**src/rtl/fflags_ctrl_if.sv**
```systemverilog
// Pipeline-side bundle for the fflags sequencer: M/W flag staging, div/sqrt
// completion, CSR write and the architectural fflags/busy/counter outputs.
interface fflags_ctrl_if #(
    parameter int CNTW = 16
);
    logic [4:0]           FlgM;
    logic                 FlgValidM;
    logic                 StallM;
    logic                 FlushM;
    logic                 StallW;
    logic                 FlushW;
    logic                 DivCommitW;
    logic [4:0]           DivFlg;
    logic                 DivFlgValid;
    logic                 CSRWrFlgW;
    logic [4:0]           CSRWrData;
    logic [4:0]           FFlags;
    logic                 FFlagsBusy;
    logic [4:0][CNTW-1:0] EvCnt;

    modport master (
        output FlgM, FlgValidM, StallM, FlushM, StallW, FlushW,
               DivCommitW, DivFlg, DivFlgValid, CSRWrFlgW, CSRWrData,
        input  FFlags, FFlagsBusy, EvCnt
    );

    modport slave (
        input  FlgM, FlgValidM, StallM, FlushM, StallW, FlushW,
               DivCommitW, DivFlg, DivFlgValid, CSRWrFlgW, CSRWrData,
        output FFlags, FFlagsBusy, EvCnt
    );
endinterface

```
**src/rtl/fflags_ctrl.sv**
```systemverilog
// Sequences FPU exception flags {NV,DZ,OF,UF,NX} into sticky architectural fflags,
// tracking late div/sqrt flags. Optional per-flag event counters: FFLAGS_EVCNT_EN.
module fflags_ctrl #(
    parameter int CNTW = 16
) (
    input  logic         clk,
    input  logic         reset_n,
    fflags_ctrl_if.slave fif
);

    typedef enum logic {IDLE = 1'b0, BUSY = 1'b1} divState_t;

    divState_t  state, stateN;
    logic [4:0] flgW;
    logic [4:0] fflagsQ;
    logic       comOk;
    logic [4:0] comFlg;
    logic [4:0] divFlgG;
    logic       csrWr;

    // M->W staging; a stalled M keeps the op's flags until it advances.
    always_ff @(posedge clk or negedge reset_n) begin
        if (!reset_n)          flgW <= '0;
        else if (fif.FlushM)   flgW <= '0;
        else if (!fif.StallM)  flgW <= fif.FlgValidM ? fif.FlgM : 5'b0;
    end

    assign comOk   = ~fif.StallW & ~fif.FlushW;
    assign comFlg  = comOk ? flgW : 5'b0;
    assign csrWr   = fif.CSRWrFlgW & comOk;
    // Div flags only count while a committed div/sqrt is outstanding.
    assign divFlgG = ((state == BUSY) && fif.DivFlgValid) ? fif.DivFlg : 5'b0;

    always_ff @(posedge clk or negedge reset_n) begin
        if (!reset_n)   state <= IDLE;
        else            state <= stateN;
    end

    always_comb begin
        stateN = state;
        case (state)
            IDLE:    if (fif.DivCommitW && comOk) stateN = BUSY;
            BUSY:    if (fif.DivFlgValid)         stateN = IDLE;
            default: stateN = IDLE;
        endcase
    end

    // CSR write beats any coincident div completion: the div is the older op.
    always_ff @(posedge clk or negedge reset_n) begin
        if (!reset_n)   fflagsQ <= '0;
        else if (csrWr) fflagsQ <= fif.CSRWrData;
        else            fflagsQ <= fflagsQ | comFlg | divFlgG;
    end

    assign fif.FFlags     = fflagsQ;
    assign fif.FFlagsBusy = (state == BUSY);

`ifdef FFLAGS_EVCNT_EN
    logic [4:0]           evInc;
    logic [4:0][CNTW-1:0] evCnt;

    assign evInc = comFlg | divFlgG;

    // Saturating per-flag event counters; CSR writes leave them alone.
    always_ff @(posedge clk or negedge reset_n) begin
        if (!reset_n) begin
            evCnt <= '0;
        end else begin
            for (int i = 0; i < 5; i++) begin
                if (evInc[i] && (evCnt[i] != {CNTW{1'b1}}))
                    evCnt[i] <= evCnt[i] + {{(CNTW-1){1'b0}}, 1'b1};
            end
        end
    end

    assign fif.EvCnt = evCnt;
`else
    assign fif.EvCnt = {5*CNTW{1'b0}};
`endif

endmodule
```
**src/flat_wrapper.sv**
```systemverilog
// flat-port wrapper written by rule: the top's interface ports become plain ports
module fflags_ctrl_flat 
#(
    parameter int CNTW = 16
)
  (clk, reset_n, fif_FlgM, fif_FlgValidM, fif_StallM, fif_FlushM, fif_StallW, fif_FlushW, fif_DivCommitW, fif_DivFlg, fif_DivFlgValid, fif_CSRWrFlgW, fif_CSRWrData, fif_FFlags, fif_FFlagsBusy, fif_EvCnt);
  fflags_ctrl_if #(.CNTW(CNTW)) fif_i ();
  input  logic clk;
  input  logic reset_n;
  input wire logic [$bits(fif_i.FlgM)-1:0] fif_FlgM;
  input wire logic [$bits(fif_i.FlgValidM)-1:0] fif_FlgValidM;
  input wire logic [$bits(fif_i.StallM)-1:0] fif_StallM;
  input wire logic [$bits(fif_i.FlushM)-1:0] fif_FlushM;
  input wire logic [$bits(fif_i.StallW)-1:0] fif_StallW;
  input wire logic [$bits(fif_i.FlushW)-1:0] fif_FlushW;
  input wire logic [$bits(fif_i.DivCommitW)-1:0] fif_DivCommitW;
  input wire logic [$bits(fif_i.DivFlg)-1:0] fif_DivFlg;
  input wire logic [$bits(fif_i.DivFlgValid)-1:0] fif_DivFlgValid;
  input wire logic [$bits(fif_i.CSRWrFlgW)-1:0] fif_CSRWrFlgW;
  input wire logic [$bits(fif_i.CSRWrData)-1:0] fif_CSRWrData;
  output wire logic [$bits(fif_i.FFlags)-1:0] fif_FFlags;
  output wire logic [$bits(fif_i.FFlagsBusy)-1:0] fif_FFlagsBusy;
  output wire logic [$bits(fif_i.EvCnt)-1:0] fif_EvCnt;
  assign fif_i.FlgM = fif_FlgM;
  assign fif_i.FlgValidM = fif_FlgValidM;
  assign fif_i.StallM = fif_StallM;
  assign fif_i.FlushM = fif_FlushM;
  assign fif_i.StallW = fif_StallW;
  assign fif_i.FlushW = fif_FlushW;
  assign fif_i.DivCommitW = fif_DivCommitW;
  assign fif_i.DivFlg = fif_DivFlg;
  assign fif_i.DivFlgValid = fif_DivFlgValid;
  assign fif_i.CSRWrFlgW = fif_CSRWrFlgW;
  assign fif_i.CSRWrData = fif_CSRWrData;
  assign fif_FFlags = fif_i.FFlags;
  assign fif_FFlagsBusy = fif_i.FFlagsBusy;
  assign fif_EvCnt = fif_i.EvCnt;
  fflags_ctrl #(.CNTW(CNTW)) u_core (.clk(clk), .reset_n(reset_n), .fif(fif_i));
endmodule
```
**config.mk**
```make
export PLATFORM = sky130hd
export DESIGN_NAME = fflags_ctrl_flat
export DESIGN_NICKNAME = d
export VERILOG_FILES = /design/src/rtl/fflags_ctrl_if.sv /design/src/rtl/fflags_ctrl.sv /design/src/flat_wrapper.sv
export SDC_FILE = /design/constraint.sdc
export NUM_CORES = 1
export LEC_CHECK = 0
export CAP_MARGIN = 30
export CORE_MARGIN = 2
export CORE_UTILIZATION = 33
export CTS_BUF_LIST = sky130_fd_sc_hd__clkbuf_4 sky130_fd_sc_hd__clkbuf_8
export DETAILED_ROUTE_END_ITERATION = 10
export GPL_ROUTABILITY_DRIVEN = 0
export PLACE_DENSITY = 0.89
export SYNTH_ARGS = -nofsm -noshare
export SYNTH_HDL_FRONTEND = slang
export SYNTH_SLANG_ARGS = --single-unit
```
**constraint.sdc**
```tcl
create_clock -name clk -period 1.8 [get_ports clk]
set_input_delay 0.36 -clock clk [delete_from_list [all_inputs] [get_ports clk]]
set_output_delay 0.36 -clock clk [all_outputs]
set_load 0.02 [all_outputs]
```
==> summary.md <==
| Metric | Value |
|---|---|
| Status | `completed` |
| Worst rel slew slack | `0.667` |
| # H-tree levels | `1` |
| Clk pin slew, worst setup/hold paths | `70 ps` |
| Final Hold Viols | `0` |
| CTS tree | `built` |
| Clock Path Buffers | `2` |
| Synth Instances | `125` |
| Synth unique cells | `14` |
| Max_cap viols | `0` |
| Floorplan row count | `21` |
| Critical-path maximum fanout | `7` |
| Slowest stage delay, CP | `650 ps` |
| Ports | `111` |
| DIE AREA | `3830 sq um` |
| Wire length per cell | `8.47 um` |
| Netlist Area Pre-Place | `1100 sq um` |
| CP Buf/Inv Count | `1` |
| Crit end category | `output pin` |
| NumNets Final | `184` |
| Initial Utilization | `0.336` |
| Synth-to-layout area growth | `7.59%` |
| Routed Antenna Nets | `0` |
| Final Util | `0.362` |
| First-pass GRT wire length | `2.37 mm` |
| Final wirelength | `1.73 mm` |
| Antenna violations before repair | `0` |
| Total track usage | `0.0865` |
| Gr ovfl total | `0` |
| WS Path Type | `flip-flop to output pin` |
| Via count of the first global-routing pass | `554` |
| Core area | `3280 sq um` |
| Critical Path Source Type | `flip-flop` |
| DRC viols | `0` |
| Placed Cells | `200` |
| Largest net degree at the start of global routing | `12` |
| Hold Buf Count CTS | `0` |
| Post-CTS Setup Bufs | `0` |
| Post-DR vias/cell | `3.41` |
| IO buf count | `30` |
| WP data required | `1440 ps` |
| Unrepaired setup endpoints after global routing | `no` |
| Detailed Place HPWL | `1.49 mm` |
| Warnings, synthesis | `0` |
| Clk_skew | `6.72 ps` |
| CTS buffer count | `3` |
| Worst setup path start | `u_core.fif.FFlagsBusy` |
| Cell Chain, Critical Path | `clkdlybuf4s50_1` |
| Post-DP Area | `1160 sq um` |
| Crit-path slowest cell | `clkdlybuf4s50_1` |
| Post-CTS Resized | `0` |
| ANT cells | `0` |
| Share of layout cells above drive strength 1 | `0.0316` |
| PD cells | `674 nW/um^2` |
| RR Startpoint | `u_core.fif.FFlagsBusy` |
| Die width | `61.9 um` |
| Fin Hold WS | `423 ps` |
| Slew Viols, Final | `0` |
| DR vias | `695` |
| Final Non-Filler Cells | `204` |
| Fin area | `1190 sq um` |
| First-pass detailed-route iteration total | `4` |
| Yosys reg bits | `11` |
| Die Ht | `61.9 um` |
| Final setup violation count | `0` |
| HP Class | `input pin to async pin` |
| Clock latency on the worst-skew pair | `270 ps` |
| Fin crit share | `0.961` |
| CP top delay family | `buffers and inverters` |
| Initial DRC count | `3` |
| Critical path arrival | `1370 ps` |
| Worst Tran Pin Value | `498 ps` |
| CTS sink cnt | `11` |
| Min cycle time layout | `1730 ps` |
| Root Driver | `clkbuf_4` |
| Sum Neg Setup Slack | `0 ps` |
| Leakage | `0.608 nW` |
| Achievable clock frequency | `0.578 GHz` |
| Avg Inst Size Synth | `8.84 sq um` |
| VDD IR max | `229 uV` |
| Sequential area share after synthesis | `0.249` |
## metrics by stage
| stage | setup slack [ps] | total power, W |
|---|---|---|
| floorplan | 694 | 0.000635 |
| global placement | 321 | 0.000618 |
| detailed placement | 301 | 0.000621 |
| CTS | 66.1 | 0.000808 |
| global route | 18.0 | 0.000859 |
| finish | 70.0 | 0.000801 |
## metal layers
metal | GRT usage | vias up | wire length [um]
met4 | 0.0365 | 0 | 0
met3 | 0.0248 | 0 | 193
met2 | 0.135 | 61 | 849
met5 | 0 | - | 0
met1 | 0.112 | 316 | 685
li1 | - | 318 | -
## kinds of logic after synthesis
group	synth area share
flip-flops	0.249
AND/OR/NAND/NOR	0.0883
multiplexers	0.00906
buffers and inverters	0.544
AO/OA/AOI/OAI	0.106
other	0.00339
## area by class of cell
class / instances / area (sq um)
tap: 46 / 57.6
multi-input combinational: 113 / 526
fill: 342 / 2100
clock buffer: 4 / 30.0
timing repair buffer: 30 / 300
sequential: 11 / 275
## state kept, by name (all words and copies together), names as in the netlist
signal / flops
u_core.fif.FFlags: 5
u_core.fif.FFlagsBusy: 1
u_core.flgW: 5
## path summary, 6_finish.rpt
path / end / slack (ps) / depth (start not counted)
max in group asynchronous: u_core.flgW[1] / 1040 / 1
min in group clk: u_core.flgW[3] / 530 / 2
setup / recovery: fif_FFlagsBusy / 70 / 1
hold reg to reg: u_core.flgW[3] / 530 / 2
setup reg to reg: u_core.fif.FFlags[4] / 710 / 2
hold / removal: u_core.fif.FFlagsBusy / 420 / 1
## synth_stat cells
library cell / instances / area, sq um
buf_4: 80 / 601
dfrtp_1: 11 / 275
and3_1: 5 / 31.3
nand2_1: 5 / 18.8
o21a_1: 5 / 37.5
o32a_1: 5 / 50.1
a21oi_1: 3 / 15.0
nand3b_1: 3 / 22.5
a22oi_1: 2 / 15.0
nor2_1: 2 / 7.51
conb_1: 1 / 3.75
mux2i_1: 1 / 10.0
nor2_4: 1 / 11.3
nor2b_1: 1 / 6.26
## cell usage in the layout, fill, tap and decap left out
master	count
nor2b_1	1
o32a_1	5
and3_1	5
nand2_1	5
conb_1	80
nor2_4	1
o21a_1	5
clkdlybuf4s50_1	30
nand3b_1	3
clkbuf_4	4
a21oi_1	3
mux2i_1	1
a22oi_1	2
dfrtp_1	11
nor2_1	2
## report_power, final
group,total (W),leakage (nW),internal [W],switching (W)
logic,0.000327,0.455,0.000110,0.000217
clock network,0.000182,0.0184,0.000101,0.0000817
registers,0.000291,0.134,0.000272,0.0000190
(Power assumes the default switching activity.)
